**config.mk**
```make
export PLATFORM = sky130hd
export DESIGN_NAME = mux4_param_flat
export DESIGN_NICKNAME = d
export VERILOG_FILES = /design/src/rtl/mux4_param_if.sv /design/src/rtl/mux4_param.sv /design/src/flat_wrapper.sv
export SDC_FILE = /design/constraint.sdc
export NUM_CORES = 1
export LEC_CHECK = 0
export ABC_AREA = 1
export BUFFER_PORTS_ARGS = -buffer_cell sky130_fd_sc_hd__buf_2
export CORE_AREA = 2 2 39 41
export CTS_CLUSTER_SIZE = 28
export DETAILED_ROUTE_END_ITERATION = 12
export DIE_AREA = 0 0 41 43
export SLEW_MARGIN = 20
export SYNTH_ARGS = -nofsm -noshare
export SYNTH_HDL_FRONTEND = slang
export SYNTH_SLANG_ARGS = --single-unit
export TNS_END_PERCENT = 100
```
**constraint.sdc**
```tcl
create_clock -name clk -period 0.8 [get_ports clk]
set_input_delay 0 -clock clk [delete_from_list [all_inputs] [get_ports clk]]
set_output_delay 0 -clock clk [all_outputs]
set_load 0.005 [all_outputs]
```
**src/rtl/mux4_param_if.sv**
```systemverilog
// Bus bundle for mux4_param: four WIDTH-bit operands, a 2-bit select and a valid qualifier in,
// the combinational selection plus its registered copy and valid out.
interface mux4_param_if #(
    parameter int WIDTH = 4
);
    // Valid-only handshake: in_valid qualifies a..d/s in the cycle it is high. There is no ready,
    // so a result is taken every valid cycle. out_valid marks the cycle y_q holds a capture.
    logic             in_valid;
    logic [WIDTH-1:0] a;
    logic [WIDTH-1:0] b;
    logic [WIDTH-1:0] c;
    logic [WIDTH-1:0] d;
    logic [1:0]       s;
    logic [WIDTH-1:0] y;
    logic [WIDTH-1:0] y_q;
    logic             out_valid;

    modport master (
        output in_valid, a, b, c, d, s,
        input  y, y_q, out_valid
    );

    modport slave (
        input  in_valid, a, b, c, d, s,
        output y, y_q, out_valid
    );
endinterface

```
**src/rtl/mux4_param.sv**
```systemverilog
// Parameterized 4:1 word multiplexer with a zero-latency output y and an optional
// one-stage registered copy y_q/out_valid for timing-critical consumers.
module mux4_param #(
    parameter int WIDTH   = 4,
    parameter bit OUT_REG = 1'b1
) (
    input  logic         clk,
    input  logic         rst_n,
    mux4_param_if.slave  bus
);
    logic [WIDTH-1:0] w_y;

    // An unknown select must propagate as unknown rather than fall back to an operand.
    always_comb begin
        case (bus.s)
            2'b00:   w_y = bus.a;
            2'b01:   w_y = bus.b;
            2'b10:   w_y = bus.c;
            2'b11:   w_y = bus.d;
            default: w_y = 'x;
        endcase
    end

    assign bus.y = w_y;

    generate
        if (OUT_REG) begin : g_out_reg
            logic [WIDTH-1:0] r_y_q;
            logic             r_out_valid;

            // y_q holds its last capture on idle cycles; only out_valid drops.
            always_ff @(posedge clk) begin
                if (!rst_n) begin
                    r_y_q       <= '0;
                    r_out_valid <= 1'b0;
                end else begin
                    if (bus.in_valid) begin
                        r_y_q <= w_y;
                    end
                    r_out_valid <= bus.in_valid;
                end
            end

            assign bus.y_q       = r_y_q;
            assign bus.out_valid = r_out_valid;
        end else begin : g_out_comb
            assign bus.y_q       = w_y;
            assign bus.out_valid = bus.in_valid & rst_n;
        end
    endgenerate
endmodule

```
**src/flat_wrapper.sv**
```systemverilog
// flat-port wrapper written by rule: the top's interface ports become plain ports
module mux4_param_flat 
#(
    parameter int WIDTH   = 4,
    parameter bit OUT_REG = 1'b1
)
  (clk, rst_n, bus_in_valid, bus_a, bus_b, bus_c, bus_d, bus_s, bus_y, bus_y_q, bus_out_valid);
  mux4_param_if #(.WIDTH(WIDTH)) bus_i ();
  input  logic clk;
  input  logic rst_n;
  input wire logic [$bits(bus_i.in_valid)-1:0] bus_in_valid;
  input wire logic [$bits(bus_i.a)-1:0] bus_a;
  input wire logic [$bits(bus_i.b)-1:0] bus_b;
  input wire logic [$bits(bus_i.c)-1:0] bus_c;
  input wire logic [$bits(bus_i.d)-1:0] bus_d;
  input wire logic [$bits(bus_i.s)-1:0] bus_s;
  output wire logic [$bits(bus_i.y)-1:0] bus_y;
  output wire logic [$bits(bus_i.y_q)-1:0] bus_y_q;
  output wire logic [$bits(bus_i.out_valid)-1:0] bus_out_valid;
  assign bus_i.in_valid = bus_in_valid;
  assign bus_i.a = bus_a;
  assign bus_i.b = bus_b;
  assign bus_i.c = bus_c;
  assign bus_i.d = bus_d;
  assign bus_i.s = bus_s;
  assign bus_y = bus_i.y;
  assign bus_y_q = bus_i.y_q;
  assign bus_out_valid = bus_i.out_valid;
  mux4_param #(.WIDTH(WIDTH), .OUT_REG(OUT_REG)) u_core (.clk(clk), .rst_n(rst_n), .bus(bus_i));
endmodule
```
==> impl_metrics.ini, run 1 <==
[placed_design]
port_buffers = 29
placed_cell_area_um2 = 514
dpl.hpwl_um = 739
gp_congestion = 0.725

[critical_path]
cp-start-kind = input pin
worstPathArrival_ps = 890
path_cells = dlygate4sd3_1, buf_2, inv_2, nor2_1, nand2_1, inv_1
end_kind = register
path_max_fanout = 4
r2r_setup_slack_ps = 160
r2r_cells = 4
cp_top_family = buffers and inverters
crit_path_top_delay_cell = dlygate4sd3_1
cpPeakStageDelay_ps = 540
cp_num_cells = 6
path_buf_inv = 4
required_ps = 950
critPathKind = input pin to register

[cts]
cts_sinks = 5
cts_buffers = 3
tritoncts = yes
worst_skew_pair.late_latency_ps = 240
cts-root-buf = clkbuf_4
cts_buffer_depth = 2
htree_levels = 1
clk_pin_slew_ps = 50
cts_setup_buffers = 0

[routing]
vias = 467
avgRoutedWirePerCell_um = 8.40
drt-pass1-iter-count = 4
drt_iter0_markers = 9
ant_nets = 0
viasPerCell = 4.10
totalWireLength_um = 958
drc = 0

[global_routing]
grt_max_degree = 11
globalRoute.totalOverflow = 0
use_met2_pct = 16.9
grt_pass1_wl_um = 1490
grt_busiest_layer = met2
grt_antenna_before_repair = 0
grt_use_met1_pct = 15.8
grt_pass1_vias = 408
use_met3_pct = 6.28
track_usage_pct = 12.5

[pwr]
p_sw_uw = 231
intPower_uw = 562
powerDensity_nw_per_um2 = 1430
p_clk_share_pct = 37.9
leakagePower_uw = 0.000367
ir_drop_mv = 0.863
combPwrFrac_pct = 27.3
netSwitchingFraction_pct = 29.1
power_uw = 793
seqPwrFrac_pct = 34.8

[logic_synthesis]
syn_area_per_cell_um2 = 5.61
synthCells = 66
synth_area_um2 = 370
seq_area_frac_synth_pct = 27.0
synthDistinctLibCells = 10
yosysWarnings = 0
synth_largest_area_cell = dfxtp_1
synthTopCellsByArea = dfxtp_1 27%, nand2_1 17%, nand3_1 16%
ys_seq_elements = 5
syn_nets = 87
synth_top_area_share_pct = 27.0

[status]
status = completed

[layout]
area_growth_pct = 49.3
drive_above_1_share_pct = 41.8
fin_nets = 120
fin_area_um2 = 553
final_common_cell = buf_2
num_antenna_cells = 0
final_cell_mix = 29 x buf_2, 17 x nand2_1, 12 x nor2_1, 12 x nand3_1, 9 x inv_1

[timing]
slew_viol_final = 0
period_needed_ps = 735
slew-limit-headroom_pct = 87.5
finalHoldViolCount = 0
tightest_slew_ps = 187
fmax_ghz = 1.36
finClkSkew_ps = 0
setup_tns_ps = 0
final-setup-viol-count = 0
fin_crit_sh_pct = 91.9
rsz0062_at_grt = false

[die]
io-pin-count = 30
die-width_um = 41
start_util_pct = 26.8
dieArea_um2 = 1760
die_y_um = 43
placementRows = 14
core_area_um2 = 1380

[min_path]
hold_class = input pin to register
hold_path_depth = 3

[flow_run]
maxCapViolCount = 0
per-stage QoR:
step	hold WS, ps	instances	utilization, %	worst slack, ps
detailed placement	203	109	37.2	28.7
floorplan	97.6	66	-	172
finish	42.0	114	40.0	64.5
CTS	38.9	114	39.8	34.4
global placement	198	109	37.2	41.0
global route	87.4	114	40.0	20.2
power by group through the flow:
stage | Clock [µW] | Sequential [µW] | Combinational [µW]
after floorplan | 0 | 283 | 116
after global placement | 0 | 280 | 212
after detailed placement | 0 | 280 | 212
after CTS | 311 | 276 | 216
after global routing | 329 | 278 | 250
final | 301 | 276 | 217
final timing paths:
kind	from	to
setup / recovery	rst_n	u_core.bus.y_q[3]$_SDFFE_PN0P_
setup reg to reg	u_core.bus.y_q[3]$_SDFFE_PN0P_	u_core.bus.y_q[3]$_SDFFE_PN0P_
hold reg to reg	u_core.bus.y_q[2]$_SDFFE_PN0P_	u_core.bus.y_q[2]$_SDFFE_PN0P_
hold / removal	bus_in_valid	u_core.bus.out_valid$_SDFF_PN0_
kinds of logic after synthesis:
family                 Yosys count  share of synthesized area, %
AND/OR/NAND/NOR                 47                          55.1
buffers and inverters           14                          17.9
flip-flops                       5                          27.0
synthesized netlist by cell type (all sizes together):
| master | n |
|---|---|
| nand2 | 18 |
| nand3 | 12 |
| clkbuf | 1 |
| inv | 12 |
| dfxtp | 5 |
| buf | 1 |
| nor2 | 17 |
area by class of cell:
type	instances	area, µm²
tap	16	20.0
timing repair buffer	30	155
fill	163	831
multi-input combinational	47	206
clock buffer	4	26.3
inverter	12	45.0
sequential	5	100
tightest hold or removal path: stages:
cell and delay (ps):
buf_2 150, nand2_1 70, inv_1 30
state kept, by name, summed over array words and instances, names as in the netlist:
register,cells
u_core.bus.y_q,4
u_core.bus.out_valid,1
what timing repair did:
| action | CTS | global route |
|---|---|---|
| hold buffers | 1 | 0 |
| endpoints found under the hold margin | 1 | 0 |
| setup endpoints to repair | 0 | 6 |
| resized for setup | 0 | 2 |
layer usage:
metal	share of wire, %	vias to the layer above
met1	44	191
met5	0	-
met3	9.4	0
li1	-	260
met2	46	16
met4	0	0
Note: power is estimated with default switching activity, not from simulation.
==> inputs of run 2 (changes only) <==
clock period = 0.9 ns   (was 0.8 ns; I/O delays follow)
==> impl_metrics.ini, run 2 (synthesized netlist as in run 1, its figures left out) <==
[status]
status = completed

[critical_path]
critPathKind = input pin to register
crit_top_cell = inv_1
path_cells = dlygate4sd3_1, buf_2, inv_1, nor2_1, nand2_1, inv_1
cpPeakStageDelay_ps = 540
worstPathArrival_ps = 930
path_max_fanout = 4
path_buf_inv = 4
required_ps = 1040
r2r_setup_slack_ps = 260
cp-start-kind = input pin
r2r_cells = 4
worstReg2RegStart = u_core.bus.y_q[3]$_SDFFE_PN0P_
crit_path_top_delay_cell = dlygate4sd3_1
cp_top_family = buffers and inverters
end_kind = register
r2r_end = u_core.bus.y_q[3]$_SDFFE_PN0P_

[layout]
drive_above_1_share_pct = 39.8
final_common_cell = buf_2
fillers = 161
largest_reg_flops = 4
num_antenna_cells = 0
area_growth_pct = 48.6
final_cell_mix = 29 x buf_2, 17 x nand2_1, 13 x nor2_1, 12 x nand3_1, 10 x inv_1
seq_area_um2 = 100
fin_nets = 120
fin_cells = 114
multi_input_area_um2 = 204

[flow_run]
maxCapViolCount = 0

[timing]
fmax_ghz = 1.27
final-setup-viol-count = 0
tightest_slew_ps = 280
finalHoldViolCount = 0
worst_hold_slack_ps = 43.2
slew_viol_final = 0
rsz0062_at_grt = false
fin_crit_sh_pct = 87.2
slew-limit-headroom_pct = 81.2
setup_tns_ps = 0
finClkSkew_ps = 0
period_needed_ps = 785

[global_routing]
use_met2_pct = 16.9
grt_max_degree = 11
grt_use_met1_pct = 14.8
grt_pass1_vias = 399
use_met3_pct = 6.81
globalRoute.totalOverflow = 0
grt_pass1_wl_um = 1460
grt_antenna_before_repair = 0
track_usage_pct = 12.3
grt_busiest_layer = met2

[min_path]
worstHoldStart = bus_in_valid
min_delay_worst_endpoint = u_core.bus.out_valid$_SDFF_PN0_
hold_path_depth = 3
hold_class = input pin to register

[placed_design]
gp_congestion = 0.725
dpl.hpwl_um = 735
dpl.cell_count = 109
port_buffers = 29

[routing]
viasPerCell = 4.18
avgRoutedWirePerCell_um = 8.39
drc = 0
totalWireLength_um = 957
ant_nets = 0
vias = 476
drt_iter0_markers = 9
drt-pass1-iter-count = 4

[pwr]
power_uw = 699
leakagePower_uw = 0.000368
powerDensity_nw_per_um2 = 1270
ir_drop_mv = 0.754

[cts]
htree_levels = 1
cts_buffers = 3
tritoncts = yes
cts_buffer_depth = 2
cts_setup_buffers = 0
cts_sinks = 5
worst_skew_pair.late_latency_ps = 240
clk_pin_slew_ps = 40
cts-root-buf = clkbuf_4

[die]
placementRows = 14
core_area_um2 = 1380
die_y_um = 43
start_util_pct = 26.8
die-width_um = 41
io-pin-count = 30
dieArea_um2 = 1760
==> run 2: tightest hold or removal path, delay by kind of cell <==
family,cells,cell delay (ps)
buffers and inverters,2,180
and+or+nand+nor,1,70
==> run 2: worst max-delay path by stage <==
stage	slack (ps)	to	start	cells after the start
after detailed placement	130	u_core.bus.y_q[3]$_SDFFE_PN0P_	bus_s[1]	8
after global routing	70	u_core.bus.y_q[0]$_SDFFE_PN0P_	rst_n	6
after CTS	130	u_core.bus.y_q[0]$_SDFFE_PN0P_	rst_n	6
after global placement	140	u_core.bus.y_q[2]$_SDFFE_PN0P_	bus_s[1]	8
after floorplan	270	u_core.bus.y_q[0]$_SDFFE_PN0P_	bus_s[1]	8
final	120	u_core.bus.y_q[0]$_SDFFE_PN0P_	rst_n	6
==> run 2: stage by stage <==
step | utilization (%) | area [µm²] | worst slack [ps]
global placement | 37.2 | 514 | 141
global route | 39.8 | 551 | 71.0
floorplan | - | 370 | 272
finish | 39.8 | 551 | 115
detailed placement | 37.2 | 514 | 129
CTS | 39.8 | 551 | 133
==> run 2: power by group <==
group          total, µW  switching [µW]  internal (µW)
Sequential           245            6.57            239
Combinational        190            97.7           92.4
Clock                264            96.2            168
==> run 2: repair_timing <==
action / CTS / global route
setup endpoints to repair: 0 / 0
endpoints found under the hold margin: 1 / 0
hold buffers: 1 / 0
gates resized for setup: 0 / 0
==> run 2: final cells by class <==
| type | instances | area share, % |
|---|---|---|
| Timing Repair Buffer | 30 | 28.2 |
| Multi-Input combinational cell | 47 | 37.0 |
| Clock buffer | 4 | 4.77 |
| Inverter | 12 | 8.18 |
| Sequential cell | 5 | 18.2 |
| Tap cell | 16 | 3.64 |
==> run 2: per-layer routing <==
metal,vias up,wire length [µm]
met1,194,419
met4,0,14
li1,260,-
met5,-,0
met3,2,105
met2,20,417
==> inputs of run 3 (changes only) <==
BUFFER_PORTS_ARGS = -buffer_cell sky130_fd_sc_hd__buf_4   (was -buffer_cell sky130_fd_sc_hd__buf_2)
PLACE_DENSITY = 0.65   (was not set)
==> impl_metrics.ini, run 3 (synthesized netlist as in run 1, its figures left out) <==
[pwr]
ir_drop_mv = 0.647
p_clk_share_pct = 34.9
p_sw_uw = 199
combPwrFrac_pct = 31.7
netSwitchingFraction_pct = 26.9
seqPwrFrac_pct = 33.4
powerDensity_nw_per_um2 = 1190
intPower_uw = 541
leakagePower_uw = 0.000389

[cts]
worst_skew_pair.late_latency_ps = 240
tritoncts = yes
cts_setup_buffers = 0
cts_buffer_depth = 2
clk_pin_slew_ps = 50
cts_buffers = 3
cts_sinks = 5
cts-root-buf = clkbuf_4
postCtsHoldBufs = 1
htree_levels = 1
cts_resized = 0

[routing]
vias = 459
totalWireLength_um = 971
drt_iter0_markers = 7
avgRoutedWirePerCell_um = 8.52
ant_nets = 0
drc = 0
viasPerCell = 4.03
drt-pass1-iter-count = 2

[critical_path]
path_buf_inv = 4
critPathKind = input pin to register
cpPeakStageDelay_ps = 540
required_ps = 1040
worstReg2RegStart = u_core.bus.y_q[3]$_SDFFE_PN0P_
path_cells = dlygate4sd3_1, buf_4, inv_1, nor2_1, nand2_1, inv_1
crit_top_cell = inv_1
end_kind = register
worstPathArrival_ps = 950
cp_top_family = buffers and inverters
r2r_cells = 4
crit_path_top_delay_cell = dlygate4sd3_1
path_max_fanout = 4
cp-start-kind = input pin
r2r_end = u_core.bus.y_q[3]$_SDFFE_PN0P_
r2r_setup_slack_ps = 260

[status]
status = completed

[min_path]
hold_class = input pin to register
hold_path_depth = 3
min_delay_worst_endpoint = u_core.bus.out_valid$_SDFF_PN0_
worstHoldStart = bus_in_valid

[global_routing]
track_usage_pct = 13.1
grt_pass1_vias = 405
grt_antenna_before_repair = 0
grt_pass1_wl_um = 1580
grt_max_degree = 11
globalRoute.totalOverflow = 0

[timing]
worst_hold_slack_ps = 18.1
fmax_ghz = 1.23
rsz0062_at_grt = false
setup_tns_ps = 0
setup_ws_ps = 86.6
period_needed_ps = 813
finalHoldViolCount = 0
fin_crit_sh_pct = 90.4
final-setup-viol-count = 0
slew-limit-headroom_pct = 81.4
finClkSkew_ps = 0
tightest_slew_ps = 278
slew_viol_final = 0

[layout]
final_common_cell = buf_4
final_cell_mix = 29 x buf_4, 17 x nand2_1, 13 x nor2_1, 12 x nand3_1, 10 x inv_1
area_growth_pct = 68.2
largest_reg_flops = 4
fin_area_um2 = 623
post-route-util_pct = 45.0
fin_nets = 120
drive_above_1_share_pct = 39.8
num_antenna_cells = 0

[die]
placementRows = 14
io-pin-count = 30
die_y_um = 43
die-width_um = 41
core_area_um2 = 1380
dieArea_um2 = 1760
start_util_pct = 26.8

[placed_design]
placed_cell_area_um2 = 587
gp_congestion = 0.666
post-place-ws_ps = 149
port_buffers = 29
dpl.hpwl_um = 776

[flow_run]
maxCapViolCount = 0
[run 3: cell counts in the layout (fill, tap and decap cells not counted)]
Identical to the previous run, type by type.
[run 3: final cells by class]
class                      count  area [µm²]
fill                         140         761
timing repair buffer          30         228
multi-input combinational     47         204
sequential                     5         100
inverter                      12        45.0
clock buffer                   4        26.3
tap                           16        20.0
[run 3: worst max path at each step]
| stage | startpoint | end | slack (ps) | depth (start not counted) |
|---|---|---|---|---|
| 5_1_grt | rst_n | u_core.bus.y_q[1]$_SDFFE_PN0P_ | 50 | 6 |
| 3_5_place_dp | bus_s[0] | u_core.bus.y_q[3]$_SDFFE_PN0P_ | 150 | 6 |
| 2_1_floorplan | bus_s[1] | u_core.bus.y_q[0]$_SDFFE_PN0P_ | 270 | 8 |
| 3_3_place_gp | bus_s[0] | u_core.bus.y_q[2]$_SDFFE_PN0P_ | 150 | 6 |
| 6_report | rst_n | u_core.bus.y_q[3]$_SDFFE_PN0P_ | 90 | 6 |
| 4_1_cts | rst_n | u_core.bus.y_q[2]$_SDFFE_PN0P_ | 110 | 6 |
[run 3: worst reg2reg max path, stage by stage (launching register included)]
cell	delay (ps)
dfxtp_1	300
nor2_1	90
nor2_1	40
nand2_1	60
inv_1	30
[run 3: per-stage QoR]
step | std cells | power, µW
2_1_floorplan | 66 | 354
3_3_place_gp | 109 | 481
3_5_place_dp | 109 | 483
4_1_cts | 114 | 754
5_1_grt | 114 | 802
6_report | 114 | 739
[run 3: layer usage]
metal	global-route usage, %	part of all wire, %	vias to the layer above
met5	0	0	-
met4	8.00	0	0
met3	3.14	7.1	0
met2	19.1	50	14
met1	16.4	43	184
li1	-	-	261
[run 3: power groups by stage]
stage	logic [µW]	clock network, µW	registers [µW]
2_1_floorplan	103	0	251
3_3_place_gp	230	0	250
3_5_place_dp	233	0	250
4_1_cts	237	271	246
5_1_grt	260	293	249
6_report	235	258	247
